===== config.mk =====
export PLATFORM = sky130hd
export DESIGN_NAME = buzzer_padrao_flat
export DESIGN_NICKNAME = d
export VERILOG_FILES = /design/src/rtl/buzzer_padrao_if.sv /design/src/rtl/buzzer_padrao.sv /design/src/flat_wrapper.sv
export SDC_FILE = /design/constraint.sdc
export NUM_CORES = 1
export LEC_CHECK = 0
export ABC_AREA = 1
export BUFFER_PORTS_ARGS = -buffer_cell sky130_fd_sc_hd__buf_2
export CORE_ASPECT_RATIO = 0.5
export CORE_MARGIN = 1
export CORE_UTILIZATION = 46
export CTS_BUF_LIST = sky130_fd_sc_hd__clkbuf_4 sky130_fd_sc_hd__clkbuf_8 sky130_fd_sc_hd__clkbuf_16
export DETAILED_ROUTE_END_ITERATION = 10
export HOLD_SLACK_MARGIN = 0.15
export PLACE_DENSITY = 0.66
export SKIP_CTS_REPAIR_TIMING = 1
export SYNTH_ARGS = -nofsm -noshare
export SYNTH_HDL_FRONTEND = slang
export SYNTH_SLANG_ARGS = --single-unit

===== constraint.sdc =====
create_clock -name clock -period 3.4 [get_ports clock]
set_input_delay 0.34 -clock clock [delete_from_list [all_inputs] [get_ports clock]]
set_output_delay 0.34 -clock clock [all_outputs]
set_load 0.02 [all_outputs]

===== src/rtl/buzzer_padrao_if.sv =====
// Alarm request / buzzer status bundle for buzzer_padrao.
// master = alarm source (drives liga/desliga), slave = buzzer_padrao.
interface buzzer_padrao_if #(
    parameter int CANAIS = 4
) ();
    localparam int LARGURA_CANAL = (CANAIS > 1) ? $clog2(CANAIS) : 1;

    logic [CANAIS-1:0]        liga;
    logic [CANAIS-1:0]        desliga;
    logic                     sinal;
    logic [CANAIS-1:0]        ativo;
    logic [LARGURA_CANAL-1:0] canal_atual;
    logic                     ocupado;

    modport master (
        output liga,
        output desliga,
        input  sinal,
        input  ativo,
        input  canal_atual,
        input  ocupado
    );

    modport slave (
        input  liga,
        input  desliga,
        output sinal,
        output ativo,
        output canal_atual,
        output ocupado
    );
endinterface


===== src/rtl/buzzer_padrao.sv =====
// Multi-channel alarm buzzer: per-channel arm flags, fixed-priority arbiter and beep-pattern FSM.
// Optional macro BUZZER_REPETICOES_EN auto-disarms a channel after MAX_BIPES completed on-phases.
module buzzer_padrao #(
    parameter int CANAIS       = 4,
    parameter int PERIODO_BASE = 1000,
    parameter int MAX_BIPES    = 3
) (
    input  logic           clock,
    input  logic           zera_n,
    buzzer_padrao_if.slave bus
);
    localparam int LARGURA_CONT  = $clog2(PERIODO_BASE * CANAIS + 1);
    localparam int LARGURA_CANAL = (CANAIS > 1) ? $clog2(CANAIS) : 1;

    localparam logic [LARGURA_CONT-1:0]  CONT_ZERO  = LARGURA_CONT'(0);
    localparam logic [LARGURA_CONT-1:0]  CONT_UM    = LARGURA_CONT'(1);
    localparam logic [LARGURA_CONT-1:0]  BASE       = LARGURA_CONT'(PERIODO_BASE);
    localparam logic [LARGURA_CONT-1:0]  LIMITE_ON  = LARGURA_CONT'(PERIODO_BASE - 1);
    localparam logic [LARGURA_CANAL-1:0] CANAL_ZERO = LARGURA_CANAL'(0);

    typedef enum logic [1:0] {
        OCIOSO    = 2'd0,
        LIGADO    = 2'd1,
        DESLIGADO = 2'd2
    } estado_t;

    logic [CANAIS-1:0]        ativo_r;
    logic [CANAIS-1:0]        ativo_prox_s;
    logic [CANAIS-1:0]        desarme_s;
    logic                     ocupado_r;
    logic                     sinal_r;
    logic                     sinal_prox_s;
    estado_t                  estado_r;
    estado_t                  estado_prox_s;
    logic [LARGURA_CONT-1:0]  cont_r;
    logic [LARGURA_CONT-1:0]  cont_prox_s;
    logic [LARGURA_CONT-1:0]  limite_off_s;
    logic [LARGURA_CANAL-1:0] canal_r;
    logic [LARGURA_CANAL-1:0] canal_prox_s;
    logic [LARGURA_CANAL-1:0] sel_s;
    logic                     algum_s;
    logic                     conclusao_s;
    logic                     preempcao_s;

    // Arbiter: lowest armed index wins, taken from the registered flags.
    always_comb begin
        sel_s = CANAL_ZERO;
        for (int i = CANAIS - 1; i >= 0; i--) begin
            sel_s = ativo_r[i] ? LARGURA_CANAL'(i) : sel_s;
        end
    end

    assign algum_s      = |ativo_r;
    assign limite_off_s = (BASE * LARGURA_CONT'(canal_r)) - CONT_UM;

    // Next-state logic of the pattern FSM, including preemption and idle return.
    always_comb begin
        estado_prox_s = estado_r;
        cont_prox_s   = cont_r;
        canal_prox_s  = canal_r;
        conclusao_s   = 1'b0;
        preempcao_s   = 1'b0;
        case (estado_r)
            OCIOSO: begin
                cont_prox_s = CONT_ZERO;
                if (algum_s) begin
                    estado_prox_s = LIGADO;
                    canal_prox_s  = sel_s;
                end else begin
                    estado_prox_s = OCIOSO;
                    canal_prox_s  = CANAL_ZERO;
                end
            end
            LIGADO, DESLIGADO: begin
                if (!algum_s) begin
                    estado_prox_s = OCIOSO;
                    cont_prox_s   = CONT_ZERO;
                    canal_prox_s  = CANAL_ZERO;
                end else if (sel_s != canal_r) begin
                    preempcao_s   = 1'b1;
                    estado_prox_s = LIGADO;
                    cont_prox_s   = CONT_ZERO;
                    canal_prox_s  = sel_s;
                end else if (estado_r == LIGADO) begin
                    if (cont_r == LIMITE_ON) begin
                        conclusao_s   = 1'b1;
                        cont_prox_s   = CONT_ZERO;
                        // Channel 0 has no off-phase: restart the on-phase for a continuous tone.
                        estado_prox_s = (canal_r == CANAL_ZERO) ? LIGADO : DESLIGADO;
                    end else begin
                        cont_prox_s = cont_r + CONT_UM;
                    end
                end else begin
                    if (cont_r == limite_off_s) begin
                        cont_prox_s   = CONT_ZERO;
                        estado_prox_s = LIGADO;
                    end else begin
                        cont_prox_s = cont_r + CONT_UM;
                    end
                end
            end
            default: begin
                estado_prox_s = OCIOSO;
                cont_prox_s   = CONT_ZERO;
                canal_prox_s  = CANAL_ZERO;
            end
        endcase
    end

    // Output decode: the buzzer is driven from the next state so the pin is a clean flop output.
    always_comb begin
        sinal_prox_s = (estado_prox_s == LIGADO);
    end

    // FSM state, phase counter, latched channel and buzzer drive.
    always_ff @(posedge clock or negedge zera_n) begin
        if (!zera_n) begin
            estado_r <= OCIOSO;
            cont_r   <= CONT_ZERO;
            canal_r  <= CANAL_ZERO;
            sinal_r  <= 1'b0;
        end else begin
            estado_r <= estado_prox_s;
            cont_r   <= cont_prox_s;
            canal_r  <= canal_prox_s;
            sinal_r  <= sinal_prox_s;
        end
    end

`ifdef BUZZER_REPETICOES_EN
    localparam int LARGURA_BIPES = (MAX_BIPES > 1) ? $clog2(MAX_BIPES) : 1;
    localparam logic [LARGURA_BIPES-1:0] BIPES_ZERO  = LARGURA_BIPES'(0);
    localparam logic [LARGURA_BIPES-1:0] BIPES_UM    = LARGURA_BIPES'(1);
    localparam logic [LARGURA_BIPES-1:0] ULTIMO_BIPE = LARGURA_BIPES'(MAX_BIPES - 1);

    logic [LARGURA_BIPES-1:0] bipes_r;
    logic [LARGURA_BIPES-1:0] bipes_prox_s;
    logic                     liga_atual_s;
    logic                     ultimo_s;

    assign liga_atual_s = bus.liga[canal_r];
    assign ultimo_s     = conclusao_s && (bipes_r == ULTIMO_BIPE);

    // Auto-disarm request for the channel finishing its last allowed on-phase.
    always_comb begin
        desarme_s = {CANAIS{1'b0}};
        for (int i = 0; i < CANAIS; i++) begin
            desarme_s[i] = ultimo_s && (canal_r == LARGURA_CANAL'(i));
        end
    end

    // Beep count: restarts on idle, preemption or a fresh arm of the sounding channel.
    always_comb begin
        bipes_prox_s = bipes_r;
        if ((estado_r == OCIOSO) || !algum_s || preempcao_s || liga_atual_s) begin
            bipes_prox_s = BIPES_ZERO;
        end else if (conclusao_s) begin
            bipes_prox_s = ultimo_s ? BIPES_ZERO : (bipes_r + BIPES_UM);
        end else begin
            bipes_prox_s = bipes_r;
        end
    end

    // Beep counter register.
    always_ff @(posedge clock or negedge zera_n) begin
        if (!zera_n) begin
            bipes_r <= BIPES_ZERO;
        end else begin
            bipes_r <= bipes_prox_s;
        end
    end
`else
    assign desarme_s = {CANAIS{1'b0}};
`endif

    // Arm flag update: arm beats disarm, disarm beats auto-disarm.
    always_comb begin
        ativo_prox_s = ativo_r;
        for (int i = 0; i < CANAIS; i++) begin
            if (bus.liga[i]) begin
                ativo_prox_s[i] = 1'b1;
            end else if (bus.desliga[i] || desarme_s[i]) begin
                ativo_prox_s[i] = 1'b0;
            end else begin
                ativo_prox_s[i] = ativo_r[i];
            end
        end
    end

    // Arm flags and busy flag move on the same edge.
    always_ff @(posedge clock or negedge zera_n) begin
        if (!zera_n) begin
            ativo_r   <= {CANAIS{1'b0}};
            ocupado_r <= 1'b0;
        end else begin
            ativo_r   <= ativo_prox_s;
            ocupado_r <= |ativo_prox_s;
        end
    end

    assign bus.sinal       = sinal_r;
    assign bus.ativo       = ativo_r;
    assign bus.canal_atual = canal_r;
    assign bus.ocupado     = ocupado_r;

endmodule


===== src/flat_wrapper.sv =====
// flat-port wrapper written by rule: the top's interface ports become plain ports
module buzzer_padrao_flat 
#(
    parameter int CANAIS       = 4,
    parameter int PERIODO_BASE = 1000,
    parameter int MAX_BIPES    = 3
)
  (clock, zera_n, bus_liga, bus_desliga, bus_sinal, bus_ativo, bus_canal_atual, bus_ocupado);
  buzzer_padrao_if #(.CANAIS(CANAIS)) bus_i ();
  input  logic clock;
  input  logic zera_n;
  input wire logic [$bits(bus_i.liga)-1:0] bus_liga;
  input wire logic [$bits(bus_i.desliga)-1:0] bus_desliga;
  output wire logic [$bits(bus_i.sinal)-1:0] bus_sinal;
  output wire logic [$bits(bus_i.ativo)-1:0] bus_ativo;
  output wire logic [$bits(bus_i.canal_atual)-1:0] bus_canal_atual;
  output wire logic [$bits(bus_i.ocupado)-1:0] bus_ocupado;
  assign bus_i.liga = bus_liga;
  assign bus_i.desliga = bus_desliga;
  assign bus_sinal = bus_i.sinal;
  assign bus_ativo = bus_i.ativo;
  assign bus_canal_atual = bus_i.canal_atual;
  assign bus_ocupado = bus_i.ocupado;
  buzzer_padrao #(.CANAIS(CANAIS), .PERIODO_BASE(PERIODO_BASE), .MAX_BIPES(MAX_BIPES)) u_core (.clock(clock), .zera_n(zera_n), .bus(bus_i));
endmodule

==> results of run 1 <==
[critical path, cell delays in order, from the launching register on]
cell                      delay, ns
sky130_fd_sc_hd__dfrtp_1       0.43
sky130_fd_sc_hd__inv_1         0.13
sky130_fd_sc_hd__ha_1          0.37
sky130_fd_sc_hd__o21ai_0       0.26
sky130_fd_sc_hd__nand3_1       0.12
sky130_fd_sc_hd__nand2_1       0.07
sky130_fd_sc_hd__nand2_1       0.04
sky130_fd_sc_hd__nand2_1       0.06
sky130_fd_sc_hd__nand2_1       0.04
sky130_fd_sc_hd__nand2_1       0.05
sky130_fd_sc_hd__nand2_1       0.06
sky130_fd_sc_hd__nor2_1        0.09
[worst paths after layout]
check                                                       from                                    end  cells after the start
max                        u_core.bus.canal_atual[0]$_DFFE_PN0P_             u_core.bus.sinal$_DFF_PN0_                     11
min                                               bus_desliga[2]          u_core.bus.ativo[2]$_DFF_PN0_                      2
max reg2reg                u_core.bus.canal_atual[0]$_DFFE_PN0P_             u_core.bus.sinal$_DFF_PN0_                     11
min reg2reg                           u_core.cont_r[0]$_DFF_PN0_             u_core.cont_r[0]$_DFF_PN0_                      1
max in group asynchronous                                 zera_n  u_core.bus.canal_atual[1]$_DFFE_PN0P_                      2
min in group asynchronous                                 zera_n             u_core.cont_r[4]$_DFF_PN0_                      2
[registers in the layout (all words and copies together), names as in the netlist]
name,flops
u_core.bus.ativo,4
u_core.bus.sinal,1
u_core.cont_r,12
u_core.bus.canal_atual,2
u_core.bus.ocupado,1
u_core.estado_r,2
[logic make-up (layout without fill, tap and decap cells)]
kind of cell / count (synthesis) / count (layout) / share of synthesized area
buf+inv: 30 / 51 / 0.08349
fa+ha+maj: 8 / 8 / 0.07340
compound gates: 15 / 15 / 0.07247
simple gates: 94 / 94 / 0.3349
xor+xnor: 5 / 5 / 0.03211
flops: 22 / 22 / 0.4037
[cells in the mapped netlist]
library cell	instances	area share
sky130_fd_sc_hd__a31oi_1	2	0.0092
sky130_fd_sc_hd__or4_1	1	0.0055
sky130_fd_sc_hd__inv_1	27	0.074
sky130_fd_sc_hd__buf_2	1	0.0037
sky130_fd_sc_hd__and3_2	1	0.0055
sky130_fd_sc_hd__o211ai_1	1	0.0055
sky130_fd_sc_hd__ha_1	8	0.073
sky130_fd_sc_hd__nand2_1	41	0.11
sky130_fd_sc_hd__nand4_1	4	0.018
sky130_fd_sc_hd__a21oi_1	1	0.0037
sky130_fd_sc_hd__dfrtp_1	22	0.40
sky130_fd_sc_hd__nor3_4	1	0.012
sky130_fd_sc_hd__nand3_2	1	0.0073
sky130_fd_sc_hd__xor2_1	4	0.026
sky130_fd_sc_hd__nand3_1	7	0.026
sky130_fd_sc_hd__nor3_2	5	0.037
sky130_fd_sc_hd__inv_2	2	0.0055
sky130_fd_sc_hd__nor2_1	26	0.072
sky130_fd_sc_hd__xnor2_1	1	0.0064
sky130_fd_sc_hd__nand3b_4	1	0.015
sky130_fd_sc_hd__nor3_1	3	0.011
sky130_fd_sc_hd__nor2_2	3	0.014
sky130_fd_sc_hd__o21ai_2	1	0.0064
sky130_fd_sc_hd__o21ai_0	4	0.015
sky130_fd_sc_hd__o21bai_1	4	0.022
sky130_fd_sc_hd__o31ai_1	2	0.011
[cell usage in the layout, fill, tap and decap left out]
cell type                       Yosys  final
sky130_fd_sc_hd__o31ai_1            2      2
sky130_fd_sc_hd__o21bai_1           4      4
sky130_fd_sc_hd__or4_1              1      1
sky130_fd_sc_hd__xor2_1             4      4
sky130_fd_sc_hd__nor2_1            26     26
sky130_fd_sc_hd__a21oi_1            1      1
sky130_fd_sc_hd__nor3_2             5      5
sky130_fd_sc_hd__o211ai_1           1      1
sky130_fd_sc_hd__o21ai_0            4      4
sky130_fd_sc_hd__nor2_2             3      3
sky130_fd_sc_hd__nand2_1           41     41
sky130_fd_sc_hd__xnor2_1            1      1
sky130_fd_sc_hd__nor3_4             1      1
sky130_fd_sc_hd__clkbuf_8           0      4
sky130_fd_sc_hd__dlygate4sd3_1      0      1
sky130_fd_sc_hd__dfrtp_1           22     22
sky130_fd_sc_hd__inv_2              2      2
sky130_fd_sc_hd__a31oi_1            2      2
sky130_fd_sc_hd__nand3b_4           1      1
sky130_fd_sc_hd__nand3_2            1      1
sky130_fd_sc_hd__ha_1               8      8
sky130_fd_sc_hd__o21ai_2            1      1
sky130_fd_sc_hd__nand3_1            7      7
sky130_fd_sc_hd__nand4_1            4      4
sky130_fd_sc_hd__buf_2              1     17
sky130_fd_sc_hd__nor3_1             3      3
sky130_fd_sc_hd__inv_1             27     27
sky130_fd_sc_hd__and3_2             1      1
[routing by layer]
layer	up-vias	GRT usage	part of all wire
met2	34	0.3082	0.43
met3	7	0.05455	0.057
met1	500	0.2503	0.50
met5	-	0	0
met4	0	0.05455	0.0077
li1	593	-	-
[per-stage QoR]
step / utilization / total power [mW] / hold slack [ns] / std cells
global route: 0.5760 / 0.8430 / 0.2781 / 232
CTS: 0.5723 / 0.7954 / 0.04808 / 231
global placement: 0.5519 / 0.6053 / 0.3321 / 227
finish: 0.5760 / 0.7899 / 0.2605 / 232
floorplan: - / 0.5354 / 0.04441 / 174
detailed placement: 0.5519 / 0.6071 / 0.3364 / 227
[layout make-up]
cell class / instances / area share
multi-input combinational: 122 / 0.4497
sequential: 22 / 0.3540
inverter: 29 / 0.06999
timing repair buffer: 18 / 0.06114
clock buffer: 4 / 0.03540
tap: 37 / 0.02977
[power groups by stage]
stage / logic [mW] / registers (mW) / clock network, mW
final: 0.286 / 0.317 / 0.187
after global routing: 0.324 / 0.321 / 0.198
after CTS: 0.288 / 0.317 / 0.191
after detailed placement: 0.285 / 0.322 / 0
after global placement: 0.284 / 0.321 / 0
after floorplan: 0.199 / 0.337 / 0
==> impl_metrics.xml, run 1 <==
<?xml version="1.0" encoding="UTF-8"?>
<metrics>
  <group name="outcome">
    <metric name="status" unit="">complete, no violations</metric>
  </group>
  <group name="die">
    <metric name="num_io_pins" unit="">18</metric>
    <metric name="floorplan.core_area" unit="mm²">0.002700</metric>
    <metric name="die_w" unit="µm">79.01</metric>
    <metric name="num_rows" unit="">13</metric>
    <metric name="die_h" unit="µm">40.50</metric>
    <metric name="floorplan.initialDensity" unit="">0.5051</metric>
    <metric name="die_area" unit="mm²">0.003200</metric>
  </group>
  <group name="clock_tree">
    <metric name="cts.reportedPaths.clkPinSlew" unit="ns">0.07</metric>
    <metric name="cts.htree.levels" unit="">1</metric>
    <metric name="clkLatencyLatePin" unit="ns">0.27</metric>
    <metric name="cts_made_buffers" unit="">3</metric>
    <metric name="cts.path.max_buffers" unit="">2</metric>
    <metric name="cts_num_sinks" unit="">22</metric>
    <metric name="cts_root_buf" unit="">sky130_fd_sc_hd__clkbuf_8</metric>
    <metric name="tritoncts_clock_tree" unit="">yes</metric>
  </group>
  <group name="power">
    <metric name="switching_share" unit="">0.3760</metric>
    <metric name="power_density" unit="mW/mm²">507.9</metric>
    <metric name="power.switching" unit="mW">0.2970</metric>
    <metric name="power.combinational.fraction" unit="">0.361</metric>
    <metric name="max-vdd-ir-drop" unit="mV">0.2987</metric>
    <metric name="internal_power" unit="mW">0.4929</metric>
    <metric name="seqPwrFrac" unit="">0.401</metric>
    <metric name="power.share.clock" unit="">0.237</metric>
    <metric name="p_leak" unit="nW">0.7441</metric>
  </group>
  <group name="place">
    <metric name="placement.setup.worst_slack" unit="ns">1.616</metric>
    <metric name="place_area" unit="mm²">0.001490</metric>
    <metric name="detailed_place_hpwl" unit="µm">2042</metric>
    <metric name="io_buffers" unit="">17</metric>
    <metric name="place_congestion" unit="">0.8038</metric>
  </group>
  <group name="worst_setup_path">
    <metric name="worst-setup-path-type" unit="">flop to flop</metric>
    <metric name="worstSetupEndpointType" unit="">flop</metric>
    <metric name="r2r_setup_slack" unit="ns">1.61</metric>
    <metric name="crit_path_max_fanout" unit="">6</metric>
    <metric name="worstSetupStartpointType" unit="">flop</metric>
    <metric name="worst-endpoint-required" unit="ns">3.60</metric>
    <metric name="cp.arrival" unit="ns">1.99</metric>
  </group>
  <group name="timing">
    <metric name="final.setup.worst_slack" unit="ns">1.608</metric>
    <metric name="maxClockFrequency" unit="MHz">558.2</metric>
    <metric name="worstMarginPinSlew" unit="ns">0.4904</metric>
    <metric name="slew-limit-headroom" unit="">0.6730</metric>
    <metric name="rsz_0062_raised_after_global_routing" unit="">false</metric>
    <metric name="final.setup_skew" unit="ns">0.004973</metric>
    <metric name="final_period_minus_worst_setup_slack" unit="ns">1.792</metric>
    <metric name="timing.final.hold_violations" unit="">0</metric>
    <metric name="tns" unit="ns">0</metric>
    <metric name="report.final.setup_viol" unit="">0</metric>
    <metric name="post-route-period-util" unit="">0.5269</metric>
    <metric name="timing_max_transition_violations_final" unit="">0</metric>
  </group>
  <group name="detailed_routing">
    <metric name="vias" unit="">1134</metric>
    <metric name="drc" unit="">0</metric>
    <metric name="routed_wirelength" unit="µm">2612</metric>
    <metric name="vias_per_cell" unit="">4.888</metric>
    <metric name="first_pass_iters" unit="">4</metric>
    <metric name="routed_len_inst" unit="µm">11.26</metric>
    <metric name="route.antenna.remaining_nets" unit="">0</metric>
    <metric name="drtIter0Drc" unit="">70</metric>
  </group>
  <group name="logic_synthesis">
    <metric name="post_synth_num_cell_types" unit="">26</metric>
    <metric name="synth.yosys.seq_area_share" unit="">0.4037</metric>
    <metric name="syn-instance-count" unit="">174</metric>
    <metric name="netlist_area" unit="mm²">0.001364</metric>
    <metric name="synth.net_count" unit="">192</metric>
    <metric name="synth.yosys.warnings" unit="">0</metric>
    <metric name="synthesis.area_per_instance" unit="µm²">7.838</metric>
    <metric name="ys_ff_latch" unit="">22</metric>
  </group>
  <group name="global_routing">
    <metric name="grt_util_all_layers" unit="">0.1892</metric>
    <metric name="maximum_number_of_pins_on_one_net_before_global_route_repair" unit="">23</metric>
    <metric name="first_pass_grt_wire_length" unit="µm">4395</metric>
    <metric name="antenna_found_initial" unit="">0</metric>
    <metric name="overflow" unit="">0</metric>
    <metric name="via_count_of_the_first_global_routing_pass" unit="">959</metric>
  </group>
  <group name="run">
    <metric name="drv_cap" unit="">0</metric>
  </group>
  <group name="finish">
    <metric name="antenna_cells" unit="">0</metric>
    <metric name="nets" unit="">214</metric>
    <metric name="syn_to_final_growth" unit="%">14.04</metric>
    <metric name="multi_input_comb_area" unit="µm²">699.4</metric>
    <metric name="regArea" unit="µm²">550.5</metric>
    <metric name="fraction_of_final_layout_cells_sized_beyond_drive_strength_1" unit="">0.1846</metric>
    <metric name="n_fill_cell" unit="">277</metric>
    <metric name="postLayoutCellArea" unit="mm²">0.001555</metric>
  </group>
  <group name="min_path">
    <metric name="min-delay-path-class" unit="">primary input to flop</metric>
  </group>
</metrics>
No activity file was read; power rests on OpenSTA's default activity.
==> run 2: changes to the inputs <==
- ABC_AREA: 1 -> 0
- clock period: 3.4 -> 1.7 ns (I/O delays scaled with it)
==> impl_metrics.xml, run 2 <==
<?xml version="1.0" encoding="UTF-8"?>
<metrics>
  <group name="outcome">
    <metric name="status" unit="">finished with violations</metric>
    <metric name="failing_checks" unit="">negative setup slack</metric>
  </group>
  <group name="logic_synthesis">
    <metric name="synthesis.area_per_instance" unit="µm²">9.798</metric>
    <metric name="netlist_area" unit="mm²">0.001274</metric>
    <metric name="synth.top_cells.by_area" unit="">sky130_fd_sc_hd__dfrtp_1 43%, sky130_fd_sc_hd__ha_1 7.9%, sky130_fd_sc_hd__nor2_1 6.5%</metric>
    <metric name="compound_gate_fraction_of_synth_area" unit="">0.09627</metric>
    <metric name="post_synth_num_cell_types" unit="">36</metric>
    <metric name="simple_gate_share_of_the_synthesized_area" unit="">0.2417</metric>
    <metric name="synth.yosys.warnings" unit="">0</metric>
    <metric name="yosys.area_share.adder" unit="">0.07859</metric>
    <metric name="syn-instance-count" unit="">130</metric>
    <metric name="synth-main-ff-cell" unit="">sky130_fd_sc_hd__dfrtp_1</metric>
    <metric name="ys_ff_latch" unit="">22</metric>
    <metric name="synth.yosys.seq_area_share" unit="">0.4322</metric>
    <metric name="synth_top_cells_by_count" unit="">22 x sky130_fd_sc_hd__dfrtp_1, 22 x sky130_fd_sc_hd__nor2_1, 9 x sky130_fd_sc_hd__inv_1</metric>
    <metric name="synth.net_count" unit="">148</metric>
    <metric name="synth.area.mux_share" unit="">0.01572</metric>
    <metric name="yosysTopAreaCellShare" unit="">0.4322</metric>
    <metric name="synth_top_cell_by_area" unit="">sky130_fd_sc_hd__dfrtp_1</metric>
    <metric name="combinational_family_with_the_most_area_after_synthesis" unit="">simple AND/OR/NAND/NOR gates</metric>
    <metric name="synth-edff-count" unit="">0</metric>
    <metric name="synthArstFlopShare" unit="">1.000</metric>
    <metric name="post_synth_xor_area_fraction" unit="">0.09627</metric>
  </group>
  <group name="finish">
    <metric name="antenna_cells" unit="">0</metric>
    <metric name="nets" unit="">194</metric>
    <metric name="layout_commonest_cell" unit="">sky130_fd_sc_hd__dfrtp_1</metric>
    <metric name="syn_to_final_growth" unit="%">35.36</metric>
    <metric name="largest_reg_flops" unit="">12</metric>
    <metric name="fraction_of_final_layout_cells_sized_beyond_drive_strength_1" unit="">0.3486</metric>
    <metric name="postLayoutCellArea" unit="mm²">0.001724</metric>
    <metric name="n_fill_cell" unit="">204</metric>
    <metric name="regMostFlops" unit="">u_core.cont_r</metric>
    <metric name="layout_common_cells" unit="">19 x sky130_fd_sc_hd__dfrtp_1, 18 x sky130_fd_sc_hd__nor2_1, 18 x sky130_fd_sc_hd__buf_4, 17 x sky130_fd_sc_hd__buf_2</metric>
  </group>
  <group name="clock_tree">
    <metric name="cts_num_sinks" unit="">22</metric>
    <metric name="cts_root_buf" unit="">sky130_fd_sc_hd__clkbuf_8</metric>
    <metric name="cts_made_buffers" unit="">3</metric>
    <metric name="cts.path.max_buffers" unit="">2</metric>
    <metric name="cts.reportedPaths.clkPinSlew" unit="ns">0.08</metric>
    <metric name="tritoncts_clock_tree" unit="">yes</metric>
    <metric name="clkLatencyLatePin" unit="ns">0.26</metric>
    <metric name="cts.htree.levels" unit="">1</metric>
  </group>
  <group name="power">
    <metric name="power.switching" unit="mW">0.4713</metric>
    <metric name="seqPwrFrac" unit="">0.417</metric>
    <metric name="fin_total_pwr" unit="mW">1.497</metric>
    <metric name="power_density" unit="mW/mm²">868.5</metric>
    <metric name="p_leak" unit="nW">0.7698</metric>
    <metric name="power.combinational.fraction" unit="">0.332</metric>
    <metric name="internal_power" unit="mW">1.026</metric>
    <metric name="max-vdd-ir-drop" unit="mV">0.4893</metric>
    <metric name="switching_share" unit="">0.3147</metric>
    <metric name="power.share.clock" unit="">0.251</metric>
  </group>
  <group name="detailed_routing">
    <metric name="routed_len_inst" unit="µm">13.73</metric>
    <metric name="vias" unit="">1090</metric>
    <metric name="routed_wirelength" unit="µm">2911</metric>
    <metric name="drc" unit="">0</metric>
    <metric name="route.antenna.remaining_nets" unit="">0</metric>
    <metric name="drtIter0Drc" unit="">44</metric>
    <metric name="first_pass_iters" unit="">4</metric>
    <metric name="vias_per_cell" unit="">5.142</metric>
  </group>
  <group name="die">
    <metric name="die_area" unit="mm²">0.002996</metric>
    <metric name="num_io_pins" unit="">18</metric>
    <metric name="num_rows" unit="">13</metric>
    <metric name="floorplan.core_area" unit="mm²">0.002603</metric>
    <metric name="die_h" unit="µm">39.21</metric>
    <metric name="floorplan.initialDensity" unit="">0.4894</metric>
    <metric name="die_w" unit="µm">76.42</metric>
  </group>
  <group name="timing">
    <metric name="slew-limit-headroom" unit="">0.6609</metric>
    <metric name="tns" unit="ns">-1.559</metric>
    <metric name="timing_max_transition_violations_final" unit="">0</metric>
    <metric name="final_period_minus_worst_setup_slack" unit="ns">1.858</metric>
    <metric name="worstMarginPinSlew" unit="ns">0.5087</metric>
    <metric name="rsz_0062_raised_after_global_routing" unit="">true</metric>
    <metric name="report.final.setup_viol" unit="">14</metric>
    <metric name="post-route-period-util" unit="">1.093</metric>
    <metric name="timing.final.hold_violations" unit="">0</metric>
    <metric name="maxClockFrequency" unit="MHz">538.3</metric>
    <metric name="final.setup.worst_slack" unit="ns">-0.1577</metric>
    <metric name="final.setup_skew" unit="ns">0.004737</metric>
  </group>
  <group name="place">
    <metric name="detailed_place_hpwl" unit="µm">1939</metric>
    <metric name="place_area" unit="mm²">0.001516</metric>
    <metric name="placement.setup.worst_slack" unit="ns">-0.07289</metric>
    <metric name="io_buffers" unit="">17</metric>
    <metric name="place_congestion" unit="">0.8237</metric>
  </group>
  <group name="global_routing">
    <metric name="grt.met2_usage" unit="">0.3221</metric>
    <metric name="first_pass_grt_wire_length" unit="µm">4015</metric>
    <metric name="maximum_number_of_pins_on_one_net_before_global_route_repair" unit="">23</metric>
    <metric name="groute.layer.met1.usage" unit="">0.2329</metric>
    <metric name="grt_util_all_layers" unit="">0.1839</metric>
    <metric name="via_count_of_the_first_global_routing_pass" unit="">885</metric>
    <metric name="overflow" unit="">0</metric>
    <metric name="grt_most_used_layer" unit="">met2</metric>
    <metric name="antenna_found_initial" unit="">0</metric>
    <metric name="use_met3" unit="">0.04941</metric>
  </group>
  <group name="worst_setup_path">
    <metric name="worstPathBufferInverterCount" unit="">2</metric>
    <metric name="r2r_setup_slack" unit="ns">-0.16</metric>
    <metric name="cp_slowest_stage_delay" unit="ns">0.45</metric>
    <metric name="critical_path.cell_chain" unit="">buf_4 &gt; ha_1 &gt; nor2_1 &gt; xor2_1 &gt; nand4_1 &gt; nand4b_1 &gt; clkbuf_16 &gt; nor2_1</metric>
    <metric name="crit_path_max_fanout" unit="">6</metric>
    <metric name="worst-endpoint-required" unit="ns">1.86</metric>
    <metric name="worstSetupEndpointType" unit="">flop</metric>
    <metric name="critPathMostFrequentCell" unit="">sky130_fd_sc_hd__nor2_1</metric>
    <metric name="worstSetupStartpointType" unit="">flop</metric>
    <metric name="timing.critical_path.slowest_stage_cell" unit="">sky130_fd_sc_hd__dfrtp_2</metric>
    <metric name="cp.arrival" unit="ns">2.01</metric>
    <metric name="worst-setup-path-type" unit="">flop to flop</metric>
    <metric name="critical-path-top-delay-family" unit="">simple AND/OR/NAND/NOR gates</metric>
  </group>
  <group name="run">
    <metric name="drv_cap" unit="">0</metric>
  </group>
  <group name="min_path">
    <metric name="min-delay-path-class" unit="">primary input to flop</metric>
  </group>
</metrics>
## run 2: changes by cell type after synthesis, sizes merged, moves of 4 or more
cell	previous run	this run
nand2	41	8
inv	29	9
xnor2	1	8
nor2	29	22
nor3	9	5
## run 2: logic make-up after synthesis
kind of cell,after synthesis
AO/OA/AOI/OAI,17
XOR/XNOR,14
adder cells (fa/ha/maj),8
buffers and inverters,11
flip-flops,22
multiplexers,2
AND/OR/NAND/NOR,56
## run 2: power by group through the flow
stage / clock (mW) / sequential [mW] / combinational, mW
3_3_place_gp: 0 / 0.625 / 0.388
6_report: 0.376 / 0.625 / 0.497
5_1_grt: 0.413 / 0.633 / 0.546
4_1_cts: 0.391 / 0.618 / 0.394
2_1_floorplan: 0 / 0.651 / 0.228
3_5_place_dp: 0 / 0.628 / 0.389
## run 2: final cells by class
type,instances,area [µm²],share of cell area
Clock buffer,4,55.05,0.03193
Inverter,9,33.78,0.01959
Multi-Input combinational cell,97,709.4,0.4115
Sequential cell,22,554.3,0.3215
Tap cell,37,46.29,0.02685
Timing Repair Buffer,43,325.3,0.1887
## run 2: path summary, 6_finish.rpt
| check | to | startpoint | cells past startpoint |
|---|---|---|---|
| max reg2reg | u_core.cont_r[7]$_DFF_PN0_ | u_core.bus.canal_atual[1]$_DFFE_PN0P_ | 8 |
| max | u_core.cont_r[7]$_DFF_PN0_ | u_core.bus.canal_atual[1]$_DFFE_PN0P_ | 8 |
| min reg2reg | u_core.cont_r[0]$_DFF_PN0_ | u_core.cont_r[0]$_DFF_PN0_ | 1 |
| min in group asynchronous | u_core.bus.ativo[3]$_DFF_PN0_ | zera_n | 2 |
| min | u_core.bus.ativo[1]$_DFF_PN0_ | bus_desliga[1] | 3 |
| max in group asynchronous | u_core.bus.canal_atual[1]$_DFFE_PN0P_ | zera_n | 2 |
## run 2: worst register-to-register path, stage by stage (launching register included)
cell	delay [ns]
sky130_fd_sc_hd__dfrtp_2	0.45
sky130_fd_sc_hd__buf_4	0.16
sky130_fd_sc_hd__ha_1	0.17
sky130_fd_sc_hd__nor2_1	0.12
sky130_fd_sc_hd__xor2_1	0.15
sky130_fd_sc_hd__nand4_1	0.14
sky130_fd_sc_hd__nand4b_1	0.29
sky130_fd_sc_hd__clkbuf_16	0.22
sky130_fd_sc_hd__nor2_1	0.05
## run 2: per-stage QoR
stage / util / hold WS, ns / cells
finish: 0.6625 / 0.1901 / 212
global placement: 0.5827 / 0.1622 / 197
CTS: 0.6038 / -0.1237 / 201
floorplan: - / -0.1256 / 130
global route: 0.6625 / 0.2005 / 212
detailed placement: 0.5827 / 0.1681 / 197
## run 2: metal layers
metal,share of wire,vias up
met5,0,-
met4,0.0072,0
met3,0.035,4
met2,0.50,23
met1,0.46,525
li1,-,538
==> run 3: changes to the inputs <==
- CORE_UTILIZATION: 46 -> 40
- PLACE_DENSITY: 0.66 -> not set
- RECOVER_POWER: not set -> 25
==> impl_metrics.xml, run 3 (same netlist as run 2, synthesis figures left out) <==
<?xml version="1.0" encoding="UTF-8"?>
<metrics>
  <group name="outcome">
    <metric name="status" unit="">finished with violations</metric>
    <metric name="failing_checks" unit="">negative setup slack</metric>
  </group>
  <group name="worst_setup_path">
    <metric name="startpoint_of_the_most_critical_register_to_register_path" unit="">u_core.cont_r[4]$_DFF_PN0_</metric>
    <metric name="worst-setup-path-type" unit="">flop to flop</metric>
    <metric name="rr_endpoint" unit="">u_core.cont_r[10]$_DFF_PN0_</metric>
    <metric name="worstSetupStartpointType" unit="">flop</metric>
    <metric name="crit_path_max_fanout" unit="">6</metric>
    <metric name="reg2reg_depth" unit="">6</metric>
    <metric name="worst-endpoint-required" unit="ns">1.85</metric>
    <metric name="cp.arrival" unit="ns">1.93</metric>
    <metric name="r2r_setup_slack" unit="ns">-0.08</metric>
    <metric name="worstSetupEndpointType" unit="">flop</metric>
    <metric name="crit_path_start" unit="">u_core.cont_r[4]$_DFF_PN0_</metric>
  </group>
  <group name="clock_tree">
    <metric name="tritoncts_clock_tree" unit="">yes</metric>
    <metric name="cts.path.max_buffers" unit="">2</metric>
    <metric name="clkLatencyLatePin" unit="ns">0.27</metric>
    <metric name="cts.reportedPaths.clkPinSlew" unit="ns">0.09</metric>
    <metric name="cts.htree.levels" unit="">1</metric>
    <metric name="cts_made_buffers" unit="">3</metric>
    <metric name="cts_root_buf" unit="">sky130_fd_sc_hd__clkbuf_8</metric>
    <metric name="cts_num_sinks" unit="">22</metric>
  </group>
  <group name="finish">
    <metric name="syn_to_final_growth" unit="%">41.85</metric>
    <metric name="nets" unit="">193</metric>
    <metric name="regArea" unit="µm²">554.3</metric>
    <metric name="layoutNonFillerInstCount" unit="">214</metric>
    <metric name="multi_input_comb_area" unit="µm²">795.8</metric>
    <metric name="fraction_of_final_layout_cells_sized_beyond_drive_strength_1" unit="">0.4138</metric>
    <metric name="layout_common_cells" unit="">19 x sky130_fd_sc_hd__dfrtp_1, 16 x sky130_fd_sc_hd__buf_2, 15 x sky130_fd_sc_hd__buf_4, 9 x sky130_fd_sc_hd__nor2_1</metric>
    <metric name="postLayoutCellArea" unit="mm²">0.001807</metric>
    <metric name="antenna_cells" unit="">0</metric>
    <metric name="regMostFlops" unit="">u_core.cont_r</metric>
    <metric name="largest_reg_flops" unit="">12</metric>
    <metric name="n_fill_cell" unit="">247</metric>
    <metric name="layout_commonest_cell" unit="">sky130_fd_sc_hd__dfrtp_1</metric>
  </group>
  <group name="min_path">
    <metric name="min-delay-path-class" unit="">primary input to flop</metric>
    <metric name="min_from" unit="">bus_desliga[1]</metric>
    <metric name="worst_hold_path.num_cells" unit="">3</metric>
    <metric name="hold-path-endpoint" unit="">u_core.bus.ativo[1]$_DFF_PN0_</metric>
  </group>
  <group name="global_routing">
    <metric name="overflow" unit="">0</metric>
    <metric name="maximum_number_of_pins_on_one_net_before_global_route_repair" unit="">23</metric>
    <metric name="via_count_of_the_first_global_routing_pass" unit="">965</metric>
    <metric name="grt_util_all_layers" unit="">0.1704</metric>
    <metric name="first_pass_grt_wire_length" unit="µm">4319</metric>
    <metric name="antenna_found_initial" unit="">0</metric>
  </group>
  <group name="power">
    <metric name="power_density" unit="mW/mm²">865.6</metric>
    <metric name="p_leak" unit="nW">0.7696</metric>
    <metric name="max-vdd-ir-drop" unit="mV">0.4194</metric>
    <metric name="fin_total_pwr" unit="mW">1.564</metric>
  </group>
  <group name="timing">
    <metric name="tns" unit="ns">-0.8512</metric>
    <metric name="worstMarginPinSlew" unit="ns">0.5674</metric>
    <metric name="timing.final.hold_violations" unit="">0</metric>
    <metric name="timing_max_transition_violations_final" unit="">0</metric>
    <metric name="post-route-period-util" unit="">1.048</metric>
    <metric name="slew-limit-headroom" unit="">0.6218</metric>
    <metric name="report.final.setup_viol" unit="">13</metric>
    <metric name="maxClockFrequency" unit="MHz">561.4</metric>
    <metric name="final.setup_skew" unit="ns">0.01086</metric>
    <metric name="rsz_0062_raised_after_global_routing" unit="">true</metric>
    <metric name="final.setup.worst_slack" unit="ns">-0.08130</metric>
    <metric name="final_period_minus_worst_setup_slack" unit="ns">1.781</metric>
  </group>
  <group name="detailed_routing">
    <metric name="vias" unit="">1065</metric>
    <metric name="vias_per_cell" unit="">4.977</metric>
    <metric name="route.antenna.remaining_nets" unit="">0</metric>
    <metric name="routed_wirelength" unit="µm">2753</metric>
    <metric name="drc" unit="">0</metric>
    <metric name="first_pass_iters" unit="">4</metric>
    <metric name="drtIter0Drc" unit="">25</metric>
    <metric name="routed_len_inst" unit="µm">12.86</metric>
  </group>
  <group name="run">
    <metric name="drv_cap" unit="">0</metric>
  </group>
  <group name="place">
    <metric name="place_area" unit="mm²">0.001520</metric>
    <metric name="dp_cells" unit="">200</metric>
    <metric name="detailed_place_hpwl" unit="µm">1918</metric>
    <metric name="io_buffers" unit="">17</metric>
    <metric name="placement.setup.worst_slack" unit="ns">-0.04116</metric>
    <metric name="place_congestion" unit="">0.7891</metric>
  </group>
  <group name="die">
    <metric name="die_w" unit="µm">81.81</metric>
    <metric name="num_io_pins" unit="">18</metric>
    <metric name="floorplan.initialDensity" unit="">0.4228</metric>
    <metric name="die_area" unit="mm²">0.003428</metric>
    <metric name="floorplan.core_area" unit="mm²">0.003013</metric>
    <metric name="die_h" unit="µm">41.90</metric>
    <metric name="num_rows" unit="">14</metric>
  </group>
</metrics>
-- run 3: cell types whose count changed in the layout (fill, tap and decap cells not counted), moves of 2 or more --
cell	previous run	this run
sky130_fd_sc_hd__o21ai_1	2	0
sky130_fd_sc_hd__ha_4	0	2
sky130_fd_sc_hd__nor2_4	1	5
sky130_fd_sc_hd__o21ai_0	2	4
sky130_fd_sc_hd__buf_4	18	15
sky130_fd_sc_hd__ha_2	3	1
sky130_fd_sc_hd__nor2_2	3	8
sky130_fd_sc_hd__nor2_1	18	9
-- run 3: per-stage QoR --
stage          hold slack, ns    util
3_3_place_gp           0.1658  0.5046
5_1_grt                0.1952  0.5997
2_1_floorplan         -0.1256       -
3_5_place_dp           0.1726  0.5046
6_report               0.1932  0.5997
4_1_cts               -0.1192  0.5228
-- run 3: worst max-delay path, cell delays in order (launching register included) --
cell	delay [ns]
sky130_fd_sc_hd__dfrtp_1	0.38
sky130_fd_sc_hd__or4_4	0.54
sky130_fd_sc_hd__nor4_4	0.25
sky130_fd_sc_hd__nand4b_1	0.18
sky130_fd_sc_hd__buf_6	0.13
sky130_fd_sc_hd__clkbuf_16	0.15
sky130_fd_sc_hd__nor2_2	0.04
-- run 3: power by group --
part,leakage [nW],switching (mW),internal (mW)
Sequential,0.276,0.0433,0.575
Clock,0.0288,0.173,0.206
Combinational,0.465,0.287,0.280
-- run 3: metal layers --
layer,global-route usage,part of all wire,vias up
met2,0.2463,0.46,9
met3,0.05934,0.026,0
li1,-,-,536
met4,0.02105,0,0
met1,0.2503,0.52,520
met5,0,0,-
-- run 3: layout make-up --
| class | instances | area share |
|---|---|---|
| clock buffer | 4 | 0.03047 |
| inverter | 9 | 0.01870 |
| multi-input combinational | 97 | 0.4404 |
| sequential | 22 | 0.3068 |
| tap | 40 | 0.02770 |
| timing repair buffer | 42 | 0.1759 |
-- run 3: how the worst max path moves through the flow --
stage,to,slack [ns],cells after the start
6_report,u_core.cont_r[10]$_DFF_PN0_,-0.08,6
2_1_floorplan,u_core.cont_r[9]$_DFF_PN0_,0.01,8
4_1_cts,u_core.bus.sinal$_DFF_PN0_,-0.05,5
3_3_place_gp,u_core.bus.sinal$_DFF_PN0_,-0.02,5
3_5_place_dp,u_core.bus.sinal$_DFF_PN0_,-0.04,5
5_1_grt,u_core.cont_r[8]$_DFF_PN0_,-0.16,8
